`config.mk`:
```
export PLATFORM = sky130hd
export DESIGN_NAME = booth_mul_sched
export DESIGN_NICKNAME = d
export VERILOG_FILES = /design/src/rtl/booth_pkg.sv /design/src/rtl/rr_arb.sv /design/src/rtl/booth_mul_sched.sv
export SDC_FILE = /design/constraint.sdc
export NUM_CORES = 1
export LEC_CHECK = 0
export ABC_CLOCK_PERIOD_IN_PS = 5400
export BUFFER_PORTS_ARGS = -buffer_cell sky130_fd_sc_hd__buf_2
export CORE_AREA = 10 10 108 158
export CTS_CLUSTER_DIAMETER = 50
export DETAILED_ROUTE_END_ITERATION = 8
export DIE_AREA = 0 0 118 168
export PLACE_DENSITY = 0.69
export SYNTH_ARGS = -nofsm -noshare
export SYNTH_HDL_FRONTEND = slang
export SYNTH_SLANG_ARGS = --single-unit
```
`constraint.sdc`:
```
create_clock -name clk_i -period 5.4 [get_ports clk_i]
set_input_delay 0.54 -clock clk_i [delete_from_list [all_inputs] [get_ports clk_i]]
set_output_delay 0.54 -clock clk_i [all_outputs]
set_load 0.03 [all_outputs]
```
`src/rtl/booth_pkg.sv`:
```
// Shared definitions for the Booth multiplier scheduler: FSM state encoding,
// default parameters and a small index-wrap helper.
package booth_pkg;

    localparam int DEF_NUM_REQ = 4;
    localparam int DEF_DW      = 16;
    localparam int DEF_TIMEOUT = 40;

    typedef enum logic [2:0] {
        IDLE      = 3'd0,
        ISSUE     = 3'd1,
        WAIT_RISE = 3'd2,
        WAIT_FALL = 3'd3,
        RESP      = 3'd4
    } state_e;

    // Next round-robin slot after 'cur', wrapping at 'n'.
    function automatic int nextIndex(input int cur, input int n);
        return (cur >= n - 1) ? 0 : cur + 1;
    endfunction

endpackage

```
`src/rtl/rr_arb.sv`:
```
// Round-robin one-hot arbiter: the search starts at ptr_i and wraps, the
// first asserted request wins. Purely combinational.
module rr_arb #(
    parameter int N   = 4,
    parameter int IDW = $clog2(N)
) (
    input  logic [N-1:0]   req_i,
    input  logic [IDW-1:0] ptr_i,
    output logic [N-1:0]   grant_onehot_o,
    output logic [IDW-1:0] grant_id_o,
    output logic           any_o
);

    int             pos;
    logic [IDW-1:0] idx;

    always_comb begin
        grant_onehot_o = '0;
        grant_id_o     = '0;
        any_o          = 1'b0;
        pos            = 0;
        idx            = '0;
        for (int k = 0; k < N; k++) begin
            pos = int'(ptr_i) + k;
            if (pos >= N) begin
                pos = pos - N;
            end
            idx = IDW'(pos);
            if (!any_o && req_i[idx]) begin
                any_o               = 1'b1;
                grant_id_o          = idx;
                grant_onehot_o[idx] = 1'b1;
            end
        end
    end

endmodule

```
`src/rtl/booth_mul_sched.sv`:
```
// Shares one signed Booth multiplier among NUM_REQ requesters: round-robin
// grant, operand capture, start/busy handshake, product return and timeout.
module booth_mul_sched
    import booth_pkg::*;
#(
    parameter int NUM_REQ = DEF_NUM_REQ,
    parameter int DW      = DEF_DW,
    parameter int TIMEOUT = DEF_TIMEOUT
) (
    input  logic                  clk_i,
    input  logic                  rst_ni,
    input  logic [NUM_REQ-1:0]    req_i,
    input  logic [NUM_REQ*DW-1:0] x_in_i,
    input  logic [NUM_REQ*DW-1:0] y_in_i,
    output logic [NUM_REQ-1:0]    done_o,
    output logic [2*DW-1:0]       z_out_o,
    output logic                  err_o,
    output logic                  mul_start_o,
    output logic [DW-1:0]         mul_x_o,
    output logic [DW-1:0]         mul_y_o,
    input  logic                  mul_busy_i,
    input  logic [2*DW-1:0]       mul_z_i
);

    localparam int IDW = $clog2(NUM_REQ);
    localparam int TW  = $clog2(TIMEOUT + 1);

    state_e               state_q, state_d;
    logic [IDW-1:0]       ptr_q, ptr_d;
    logic [IDW-1:0]       id_q, id_d;
    logic [NUM_REQ-1:0]   idOh_q, idOh_d;
    logic [TW-1:0]        timer_q, timer_d;
    logic [DW-1:0]        opX_q, opX_d;
    logic [DW-1:0]        opY_q, opY_d;
    logic [2*DW-1:0]      z_q, z_d;
    logic [NUM_REQ-1:0]   done_q, done_d;
    logic                 err_q, err_d;

    logic [NUM_REQ-1:0]   arbOh;
    logic [IDW-1:0]       arbId;
    logic                 arbAny;
    logic                 canGrant;
    logic                 timedOut;
    logic [DW-1:0]        xArr [NUM_REQ];
    logic [DW-1:0]        yArr [NUM_REQ];

    for (genvar g = 0; g < NUM_REQ; g++) begin : gUnpack
        assign xArr[g] = x_in_i[g*DW +: DW];
        assign yArr[g] = y_in_i[g*DW +: DW];
    end

    rr_arb #(
        .N   (NUM_REQ),
        .IDW (IDW)
    ) uArb (
        .req_i          (req_i),
        .ptr_i          (ptr_q),
        .grant_onehot_o (arbOh),
        .grant_id_o     (arbId),
        .any_o          (arbAny)
    );

    // A new operation may only start once the multiplier is idle, so a
    // multiplier still finishing an aborted job is never restarted early.
    assign canGrant = arbAny && !mul_busy_i;
    assign timedOut = (timer_q == TW'(TIMEOUT - 1));

    always_ff @(posedge clk_i or negedge rst_ni) begin
        if (!rst_ni) begin
            state_q <= IDLE;
        end else begin
            state_q <= state_d;
        end
    end

    always_comb begin
        state_d = state_q;
        case (state_q)
            IDLE: begin
                if (canGrant) begin
                    state_d = ISSUE;
                end
            end
            ISSUE: begin
                state_d = WAIT_RISE;
            end
            WAIT_RISE: begin
                if (timedOut) begin
                    state_d = RESP;
                end else if (mul_busy_i) begin
                    state_d = WAIT_FALL;
                end
            end
            WAIT_FALL: begin
                if (!mul_busy_i || timedOut) begin
                    state_d = RESP;
                end
            end
            RESP: begin
                state_d = IDLE;
            end
            default: begin
                state_d = IDLE;
            end
        endcase
    end

    // Datapath next-state: operand capture, timer, product/done/err pulses.
    // A completed product takes priority over a timeout hitting the same cycle.
    always_comb begin
        ptr_d   = ptr_q;
        id_d    = id_q;
        idOh_d  = idOh_q;
        timer_d = timer_q;
        opX_d   = opX_q;
        opY_d   = opY_q;
        z_d     = z_q;
        done_d  = '0;
        err_d   = 1'b0;
        case (state_q)
            IDLE: begin
                if (canGrant) begin
                    id_d   = arbId;
                    idOh_d = arbOh;
                    opX_d  = xArr[arbId];
                    opY_d  = yArr[arbId];
                end
            end
            ISSUE: begin
                timer_d = '0;
            end
            WAIT_RISE: begin
                if (timedOut) begin
                    z_d    = '0;
                    done_d = idOh_q;
                    err_d  = 1'b1;
                end else begin
                    timer_d = timer_q + TW'(1);
                end
            end
            WAIT_FALL: begin
                if (!mul_busy_i) begin
                    z_d    = mul_z_i;
                    done_d = idOh_q;
                end else if (timedOut) begin
                    z_d    = '0;
                    done_d = idOh_q;
                    err_d  = 1'b1;
                end else begin
                    timer_d = timer_q + TW'(1);
                end
            end
            RESP: begin
                ptr_d = IDW'(nextIndex(int'(id_q), NUM_REQ));
            end
            default: begin
            end
        endcase
    end

    always_ff @(posedge clk_i or negedge rst_ni) begin
        if (!rst_ni) begin
            ptr_q   <= '0;
            id_q    <= '0;
            idOh_q  <= '0;
            timer_q <= '0;
            opX_q   <= '0;
            opY_q   <= '0;
            z_q     <= '0;
            done_q  <= '0;
            err_q   <= 1'b0;
        end else begin
            ptr_q   <= ptr_d;
            id_q    <= id_d;
            idOh_q  <= idOh_d;
            timer_q <= timer_d;
            opX_q   <= opX_d;
            opY_q   <= opY_d;
            z_q     <= z_d;
            done_q  <= done_d;
            err_q   <= err_d;
        end
    end

    always_comb begin
        mul_start_o = (state_q == ISSUE);
        mul_x_o     = opX_q;
        mul_y_o     = opY_q;
        z_out_o     = z_q;
        done_o      = done_q;
        err_o       = err_q;
    end

endmodule

```
==> summary.md, run 1 <==
| Metric | Value |
|---|---|
| Status | completed |
| All-Layer GR Usage | 16.9% |
| IO buf count | 236 |
| Total grt overflow | 0 |
| Footprint of the multi-input gates | 3040 um2 |
| EDFF count, synth | 0 |
| Num CTS Buffers | 9 |
| I/O pin count | 237 |
| Average cell area after synthesis | 9.74 um2 |
| Setup CP Type | register to register |
| Simple-Gate Fraction of Synth Area | 19.5% |
| Slew margin rel. | 25.3% |
| HP Class | primary input to asynchronous set/reset pin |
| RSZ-0062 raised after global routing | no |
| Asr flop ratio synth | 100% |
| Worst r2r src | ptr_q[0] |
| TritonRoute pass-1 iters | 4 |
| Synth warnings | 0 |
| Sequential fraction of the synthesis area | 38.8% |
| Initial drt markers | 297 |
| Dpl ws | 1.47 ns |
| Synth Flop Type | dfrtp_1 |
| CTS tree | built |
| Setup ws final | 1.49 ns |
| Post-Synthesis Cells | 570 |
| Syn Nets | 744 |
| Adder-cell share of the synthesized area | 1.58% |
| Yosys top cell by area | dfrtp_1 |
| Final net count | 946 |
| Fmax | 0.255 GHz |
| Setup Fix Bufs, Post-CTS | 0 |
| P&R area growth vs syn | 26.1% |
| Post-Route WL | 17,300 um |
| Sequential cell area | 2160 um2 |
| DRC errors left | 0 |
| Total power | 4.03 mW |
| FP Rows | 54 |
| Worst path required time | 5.60 ns |
| Post-DRT Antenna Nets | 0 |
| Core ar. | 14,300 um2 |
| VDD IR-drop max | 0.230 mV |
| XOR/XNOR Fraction of Synth Area | 0.631% |
| Skew-Pair Late Insertion Delay | 0.34 ns |
| Die Y | 168 um |
| Fill cells | 1,436 |
| CTS sink count | 86 |
| Static leakage | 3.53 nW |
| First-pass GRT wire length | 27,800 um |
| Most frequent cells after synthesis | nand2_1, dfrtp_1, mux2i_1, nor3b_1, and3_1 |
| Vias in the first global route | 5,330 |
| Fin. Hold Viols | 0 |
| Max-cap violations | 0 |
| Post-synthesis compound-gate area fraction | 18.9% |
| Min Clock Period, post-route | 3.91 ns |
| Reg clk slew, reported paths | 0.07 ns |
| Layout cell share with drive strength beyond 1 | 35.6% |
| Critical path arrival | 4.11 ns |
| Fin Setup TNS | 0 ns |
| Routed len/inst | 17.7 um |
| Post_cts resized | 0 |
| Post-synthesis mux area share | 13.7% |
| Most common cell in the netlist | nand2_1 |
| Chip width | 118 um |
| #FFs+latches synth | 86 |
| Initial antenna violation count | 1 |
| Syn Std Cell Area | 5550 um2 |
| Max-slew violation count | 0 |
| Hold Slack | 0.136 ns |
| Starting Density | 38.8% |
| Largest net degree at the start of global routing | 114 |
| Vias per inst | 5.35 |
| HPWL Detailed | 12,600 um |
| CTS root buffer | clkbuf_16 |
| Endpoints failing setup | 0 |
| Post-synth top area share | 38.8% |
| Largest cells by area after synthesis | dfrtp_1, mux2i_1, nand2_1 |
| Netlist cell types | 46 |
| Worst slew pin tran | 1.12 ns |
| Post-CTS Hold Buffers | 0 |
| Die area | 19,800 um2 |
| Crit path max fanout | 34 |
| Critical Path Start | ptr_q[0] |
| Power Dens Cells | 575 nW/um2 |
| Largest family of logic cells by synthesized area | simple AND/OR/NAND/NOR gates |
| Startpoint Class | register |
| Longest Clk Path Bufs | 2 |
| Worst Setup End Kind | register |
| Layout Skew | 0.00927 ns |
| Vias | 5,203 |
| H-Tree Depth | 3 |
| Routability congestion estimate | 0.823 |
| Crit share post-route | 72.5% |
report_power, final:
group,total (mW),internal (mW),switching (mW)
clock network,0.579,0.334,0.246
logic,2.39,0.856,1.53
registers,1.06,0.913,0.148
total,4.03,2.10,1.92
state kept, by name (all words and copies together) (netlist names):
| name | cells |
|---|---|
| err_o | 1 |
| mul_y_o | 16 |
| mul_x_o | 16 |
| ptr_q | 2 |
| timer_q | 6 |
| state_q | 3 |
| id_q | 2 |
| done_o | 4 |
| z_out_o | 32 |
| idOh_q | 4 |
worst max-delay path, cell delays in order, from the launching register on:
cell,delay (ns)
dfrtp_4,0.46
inv_1,0.72
ha_1,0.46
mux4_2,0.66
nor2b_4,0.30
o21ai_4,0.08
o21ai_4,0.28
buf_4,0.44
mux2i_1,0.24
o211ai_1,0.09
metal layers:
metal	global-route usage (%)	part of all wire [%]	vias to the layer above
met4	5.56	2.0	0
met3	5.06	6.9	23
met2	29.6	51	195
met5	0	0	-
met1	19.2	41	2464
li1	-	-	2521
cells in the final DEF, fill, tap and decap left out, drive strengths merged, types with 12 or more instances in the layout:
cell type	n
mux2i	69
a22o	32
nand2	112
o311ai	32
nor2	15
and3	34
dfrtp	86
nor3b	35
buf	246
o211ai	33
clkbuf	12
cell type report:
| class | instances | share of cell area (%) |
|---|---|---|
| flip-flops and latches | 86 | 30.8 |
| repair buffers | 246 | 18.0 |
| diodes | 1 | 0.0357 |
| well taps | 196 | 3.50 |
| multi-input cells | 422 | 43.4 |
| clock buffers | 12 | 3.66 |
| inverters | 7 | 0.375 |
| clock inverters | 3 | 0.286 |
through the flow:
| stage | cells | util [%] | area [um2] |
|---|---|---|---|
| floorplan | 570 | - | 5550 |
| global placement | 957 | 46.9 | 6720 |
| detailed placement | 957 | 46.9 | 6720 |
| CTS | 972 | 48.9 | 7000 |
| global route | 973 | 48.9 | 7000 |
| finish | 973 | 48.9 | 7000 |
logic make-up after synthesis:
| logic type | Yosys count |
|---|---|
| xor gates and xnor gates | 4 |
| muxes | 72 |
| DFF | 86 |
| and+or+nand+nor | 213 |
| adders and majority gates | 7 |
| buffers and inverters | 62 |
| AOI/OAI and AO/OA | 126 |
worst paths after layout:
kind	to	slack (ns)	cells after the start
max in group asynchronous	mul_x_o[10]	4.18	2
worst max register to register	mul_y_o[7]	1.49	9
min in group clk_i	z_out_o[17]	0.43	2
worst max-delay path	mul_y_o[7]	1.49	9
worst min register to register	idOh_q[2]	0.47	2
worst min-delay path	mul_y_o[4]	0.14	1
No activity file was read; power rests on OpenSTA's default activity.
==> run 2, diff against run 1 <==
- ABC_CLOCK_PERIOD_IN_PS: 5400 -> 3940
- clock period: 5.4 -> 3.94 ns (I/O delays scaled with it)
==> summary.md, run 2 (same netlist as run 1, synthesis figures left out) <==
| Metric | Value |
|---|---|
| Status | completed |
| Most frequent cells in the layout | buf_2, nand2_1, dfrtp_1 |
| Routed len/inst | 18.0 um (+1.3%) |
| Setup CP Type | register to register |
| First-pass GRT wire length | 28,800 um (+3.5%) |
| Reg clk slew, reported paths | 0.06 ns (about the same) |
| H-Tree Depth | 3 (unchanged) |
| DRC errors left | 0 (unchanged) |
| Met1 Wirelength | 7080 um (+1.3%) |
| Worst Setup End Kind | register |
| Most common cell after layout, fill and taps aside | buf_2 |
| TritonRoute pass-1 iters | 4 (unchanged) |
| Startpoint Class | register |
| I/O pin count | 237 (unchanged) |
| CTS tree | built |
| Vias in the first global route | 5,644 (+5.9%) |
| Die Y | 168 um (unchanged) |
| Min Clock Period, post-route | 3.36 ns (-0.555 ns) |
| Initial drt markers | 285 (-4.0%) |
| Longest Clk Path Bufs | 2 (unchanged) |
| CTS root buffer | clkbuf_16 |
| Endpoints failing setup | 0 (unchanged) |
| Slowest CP cell | mux4_2 |
| Die area | 19,800 um2 (unchanged) |
| Hold Slack | 0.171 ns (+0.0350 ns) |
| Largest net degree at the start of global routing | 71 (-38%) |
| Chip width | 118 um (unchanged) |
| Fin Setup TNS | 0 ns (unchanged) |
| VDD IR-drop max | 0.366 mV (+59%) |
| Metal3 WL | 1130 um (-5.0%) |
| Buf/Inv on CP | 2 (unchanged) |
| Initial antenna violation count | 1 (unchanged) |
| Crit path max fanout | 64 (+88%) |
| Final net count | 949 (+0.32%) |
| Top Layer Used | met4 |
| Total grt overflow | 0 (unchanged) |
| HP Class | primary input to asynchronous set/reset pin |
| Starting Density | 38.8% (unchanged) |
| RSZ-0062 raised after global routing | no |
| Footprint of the multi-input gates | 3040 um2 (unchanged) |
| Post_cts resized | 0 (unchanged) |
| DP Cell Count | 960 (+0.31%) |
| Fmax | 0.298 GHz (+17%) |
| Slowest stage delay, CP | 0.66 ns (-0.06 ns) |
| Static leakage | 3.54 nW (+0.23%) |
| Num CTS Buffers | 9 (unchanged) |
| Final cell count without fillers | 975 (+0.21%) |
| Post-DRT Antenna Nets | 0 (unchanged) |
| Crit path max-delay family | compound AO/OA/AOI/OAI gates |
| Worst slew pin tran | 0.873 ns (-0.247 ns) |
| Total power | 5.52 mW (+37%) |
| HPWL Detailed | 12,800 um (+1.7%) |
| Fin. Hold Viols | 0 (unchanged) |
| Slew margin rel. | 41.8% (+16 points) |
| Worst path required time | 4.14 ns (-1.46 ns) |
| Routability congestion estimate | 0.826 (+0.34%) |
| Core ar. | 14,300 um2 (unchanged) |
| Skew-Pair Late Insertion Delay | 0.34 ns (about the same) |
| Vias | 5,223 (+0.38%) |
| Max FFs per register | 32 (unchanged) |
| Max-slew violation count | 0 (unchanged) |
| All-Layer GR Usage | 17.5% (+0.58 points) |
| Fill cells | 1,445 (+0.63%) |
| Power Dens Cells | 788 nW/um2 (+37%) |
| Crit share post-route | 85.3% (+13 points) |
| CTS sink count | 86 (unchanged) |
| IO buf count | 236 (unchanged) |
| Layout Skew | 0.0106 ns (+0.00131 ns) |
| Setup Fix Bufs, Post-CTS | 0 (unchanged) |
| Post-Route WL | 17,500 um (+1.5%) |
| Met2 routed WL | 8860 um (+1.5%) |
| Post-CTS Hold Buffers | 0 (unchanged) |
| Sequential cell area | 2160 um2 (unchanged) |
| Worst path cell trace | inv_1 -> ha_1 -> mux4_2 -> o21ai_4 -> buf_4 -> nor3b_1 -> o311ai_1 -> o211ai_1 |
| Vias per inst | 5.36 (+0.18%) |
| FP Rows | 54 (unchanged) |
| Max-cap violations | 0 (unchanged) |
| Critical path arrival | 3.56 ns (-0.55 ns) |
| P&R area growth vs syn | 26.2% (about the same) |
| Layout cell share with drive strength beyond 1 | 35.7% (+0.17 points) |
-- run 2: cell types whose count changed in the layout (fill, tap and decap cells not counted) --
cell,change
buf_4,+3
clkbuf_8,-2
clkinv_2,+1
clkinv_4,+1
clkinvlp_4,-1
-- run 2: layout make-up --
type | count | share of cell area, %
Multi-Input combinational cell | 422 | 43.4
Clock buffer | 10 | 3.27
Sequential cell | 86 | 30.8
Clock inverter | 4 | 0.375
Inverter | 7 | 0.375
Tap cell | 196 | 3.50
Antenna cell | 1 | 0.0357
Timing Repair Buffer | 249 | 18.3
-- run 2: worst reg2reg max path, delay by kind of cell, from the launching register on --
| kind | cells | cell delay (ns) |
|---|---|---|
| compound gates | 3 | 0.78 |
| mux | 1 | 0.67 |
| buf+inv | 2 | 0.61 |
| flops | 1 | 0.53 |
| fa+ha+maj | 1 | 0.48 |
| simple gates | 1 | 0.16 |
-- run 2: report_power, final --
group / internal [mW] / switching (mW) / leakage [nW]
sequential: 1.25 / 0.209 / 1.10
combinational: 1.19 / 2.11 / 2.32
clock: 0.419 / 0.342 / 0.124
total: 2.86 / 2.66 / 3.54
-- run 2: routing by layer --
layer | track usage, % | vias up
li1 | - | 2514
met1 | 19.6 | 2489
met2 | 30.6 | 192
met3 | 4.35 | 28
met4 | 7.71 | 0
met5 | 0 | -
-- run 2: worst paths after layout --
check | from | endpoint | slack [ns] | depth (start not counted)
worst min register to register | idOh_q[2] | idOh_q[2] | 0.47 | 2
worst max-delay path | ptr_q[1] | mul_y_o[4] | 0.58 | 8
max in group asynchronous | rst_ni | state_q[0] | 2.94 | 2
worst min-delay path | rst_ni | z_out_o[12] | 0.17 | 1
worst max register to register | ptr_q[1] | mul_y_o[4] | 0.58 | 8
min in group clk_i | mul_z_i[17] | z_out_o[17] | 0.28 | 2
-- run 2: stage by stage --
| stage | utilization (%) | setup WS [ns] | cell area, um2 |
|---|---|---|---|
| 3_3_place_gp | 47.1 | 0.623 | 6750 |
| 6_report | 48.9 | 0.581 | 7000 |
| 4_1_cts | 48.9 | 0.559 | 7000 |
| 5_1_grt | 48.9 | 0.337 | 7000 |
| 2_1_floorplan | - | 0.756 | 5550 |
| 3_5_place_dp | 47.1 | 0.561 | 6750 |
==> run 3, diff against run 2 <==
- ABC_AREA: unset -> 1
- CORE_AREA: 10 10 108 158 -> 10 10 103 151
- DIE_AREA: 0 0 118 168 -> 0 0 113 161
- PLACE_DENSITY: 0.69 -> 0.71
==> summary.md, run 3 <==
| Metric | Value |
|---|---|
| First-pass GRT wire length | 25,800 um (-10%) |
| Core ar. | 12,800 um2 (-10%) |
| Share of power burned in registers | 24.2% (-2.3 points) |
| Routed len/inst | 16.0 um (-11%) |
| Layout Skew | 0.0137 ns (+0.00314 ns) |
| Status | completed |
| CP endpoint | mul_y_o[9] |
| VDD IR-drop max | 0.480 mV (+31%) |
| #FFs+latches synth | 86 (unchanged) |
| Longest Clk Path Bufs | 2 (unchanged) |
| Yosys top cell by area | dfrtp_1 |
| R2R depth | 13 (+5) |
| P_sw | 3.16 mW (+19%) |
| Startpoint Class | register |
| Combinational power share | 61.1% (+1.4 points) |
| Worst r2r src | ptr_q[0] |
| H-Tree Depth | 3 (unchanged) |
| Static leakage | 3.80 nW (+7.4%) |
| RSZ-0062 raised after global routing | no |
| Die Y | 161 um (-4.2%) |
| Num CTS Buffers | 9 (unchanged) |
| Max FFs per register | 32 (unchanged) |
| FP Rows | 51 (-5.6%) |
| Endpoints failing setup | 0 (unchanged) |
| Slowest CP cell | dfrtp_1 |
| Internal power | 2.94 mW (+2.9%) |
| All-Layer GR Usage | 17.4% (-0.074 points) |
| Chip width | 113 um (-4.2%) |
| Critical Path Start | ptr_q[0] |
| Reg clk slew, reported paths | 0.07 ns (about the same) |
| Worst Setup End Kind | register |
| Crit path max fanout | 49 (-23%) |
| Reg-to-reg endpoint | mul_y_o[9] |
| Post_cts resized | 0 (unchanged) |
| Post-Route WL | 16,200 um (-7.3%) |
| CTS tree | built |
| TritonRoute pass-1 iters | 6 (+2) |
| Worst slew pin tran | 0.850 ns (-0.0233 ns) |
| Vias in the first global route | 5,189 (-8.1%) |
| Initial drt markers | 290 (+1.8%) |
| Die area | 18,200 um2 (-8.2%) |
| EDFF count, synth | 0 (unchanged) |
| Fin. Hold Viols | 0 (unchanged) |
| Most frequent cells in the layout | buf_2, nand2_1, inv_1 |
| Slowest stage delay, CP | 0.50 ns (-0.16 ns) |
| Max-cap violations | 0 (unchanged) |
| Final net count | 1,026 (+8.1%) |
| Slew margin rel. | 43.4% (+1.6 points) |
| Sequential fraction of the synthesis area | 42.4% (+3.6 points) |
| Post-DRT Antenna Nets | 0 (unchanged) |
| Max-slew violation count | 0 (unchanged) |
| Routability congestion estimate | 0.904 (+9.4%) |
| Skew-Pair Late Insertion Delay | 0.34 ns (about the same) |
| Vias | 4,972 (-4.8%) |
| Crit share post-route | 77.7% (-7.6 points) |
| Fin Setup TNS | 0 ns (unchanged) |
| Netlist cell types | 37 (-20%) |
| Total power | 6.10 mW (+11%) |
| Average cell area after synthesis | 8.07 um2 (-17%) |
| Most common cell after layout, fill and taps aside | buf_2 |
| Fmax | 0.327 GHz (+9.8%) |
| Power Dens Cells | 921 nW/um2 (+17%) |
| HP Class | primary input to asynchronous set/reset pin |
| Post-Synthesis Cells | 629 (+10%) |
| HPWL Detailed | 12,800 um (-0.17%) |
| Vias per inst | 4.89 (-8.7%) |
| Largest net degree at the start of global routing | 68 (-4.2%) |
| Worst path required time | 4.17 ns (+0.03 ns) |
| CTS sink count | 86 (unchanged) |
| Syn Nets | 803 (+7.9%) |
| Starting Density | 39.6% (+0.81 points) |
| Setup CP Type | register to register |
| Setup Fix Bufs, Post-CTS | 0 (unchanged) |
| Asr flop ratio synth | 100% (unchanged) |
| DRC errors left | 0 (unchanged) |
| Critical path arrival | 3.29 ns (-0.27 ns) |
| Layout cell share with drive strength beyond 1 | 35.2% (-0.49 points) |
| Syn Std Cell Area | 5070 um2 (-8.6%) |
| Synth Flop Type | dfrtp_1 |
| Clock Power Share | 14.7% (+0.9 points) |
| CTS root buffer | clkbuf_16 |
| Total grt overflow | 0 (unchanged) |
| Worst path cell trace | inv_2 -> ha_1 -> inv_1 -> nand3_1 -> nand2_2 -> inv_2 -> nand2_4 -> nand3_2 -> nand2_4 -> buf_4 -> nand2_1 -> o211ai_2 -> nand3_1 |
| Post-CTS Hold Buffers | 0 (unchanged) |
| IO buf count | 236 (unchanged) |
| Min Clock Period, post-route | 3.06 ns (-0.298 ns) |
| Synth warnings | 0 (unchanged) |
| P&R area growth vs syn | 30.5% |
| Initial antenna violation count | 1 (unchanged) |
| Post-synth top area share | 42.4% (+3.6 points) |
| R2r setup slk | 0.88 ns (+0.30 ns) |
| Largest cells by area after synthesis | dfrtp_1, nand2_1, nand3_1 |
| Net Sw Frac | 51.7% (+3.6 points) |
| Most common cell in the netlist | nand2_1 |
| I/O pin count | 237 (unchanged) |
| Most frequent cells after synthesis | nand2_1, inv_1, nand3_1, dfrtp_1, a22o_1 |
run 3: stage by stage:
step	setup slack [ns]	area (um2)	hold WS [ns]	std cells	utilization [%]
6_report	0.879	6620	0.156	1017	51.6
5_1_grt	0.630	6620	0.225	1017	51.6
2_1_floorplan	1.71	5070	0.0984	629	-
4_1_cts	0.903	6620	0.189	1016	51.6
3_5_place_dp	0.915	6310	0.460	1000	49.2
3_3_place_gp	1.03	6310	0.459	1000	49.2
run 3: worst min path at each step:
stage                  end  slack (ns)  cells after the start
6_report         done_o[0]        0.16                      1
2_1_floorplan    done_o[0]         0.1                      0
3_5_place_dp    mul_y_o[5]        0.46                      2
3_3_place_gp    mul_y_o[1]        0.46                      2
5_1_grt        z_out_o[12]        0.23                      1
4_1_cts        mul_y_o[13]        0.19                      1
run 3: cells by family after synthesis:
family,after synthesis,share of synthesized area (%)
buf+inv,137,12.2
flops,86,42.4
compound gates,87,14.5
simple gates,312,29.2
fa+ha+maj,7,1.73
run 3: power by group through the flow:
stage / Clock (mW) / Sequential (mW) / Combinational [mW]
2_1_floorplan: 0 / 2.09 / 2.38
3_3_place_gp: 0 / 1.48 / 3.70
3_5_place_dp: 0 / 1.48 / 3.77
4_1_cts: 0.917 / 1.48 / 3.77
5_1_grt: 0.954 / 1.53 / 4.14
6_report: 0.897 / 1.47 / 3.73
run 3: per-layer routing:
layer / track usage (%) / part of all wire [%]
met1: 17.6 / 36
met2: 31.3 / 54
met3: 6.53 / 7.6
met4: 6.48 / 2.4
met5: 0 / 0
run 3: worst max-delay path: cells and delay by family (launching register included):
kind / cells / cell delay [ns]
simple gates: 7 / 1.28
buf+inv: 4 / 0.68
flops: 1 / 0.50
fa+ha+maj: 1 / 0.37
compound gates: 1 / 0.08
run 3: cell type report:
type	instances	area [um2]
diodes	1	2.50
inverters	107	407
flip-flops and latches	86	2150
clock buffers	9	225
fillers	1282	6200
well taps	159	199
repair buffers	242	1240
clock inverters	7	87.6
multi-input cells	406	2310
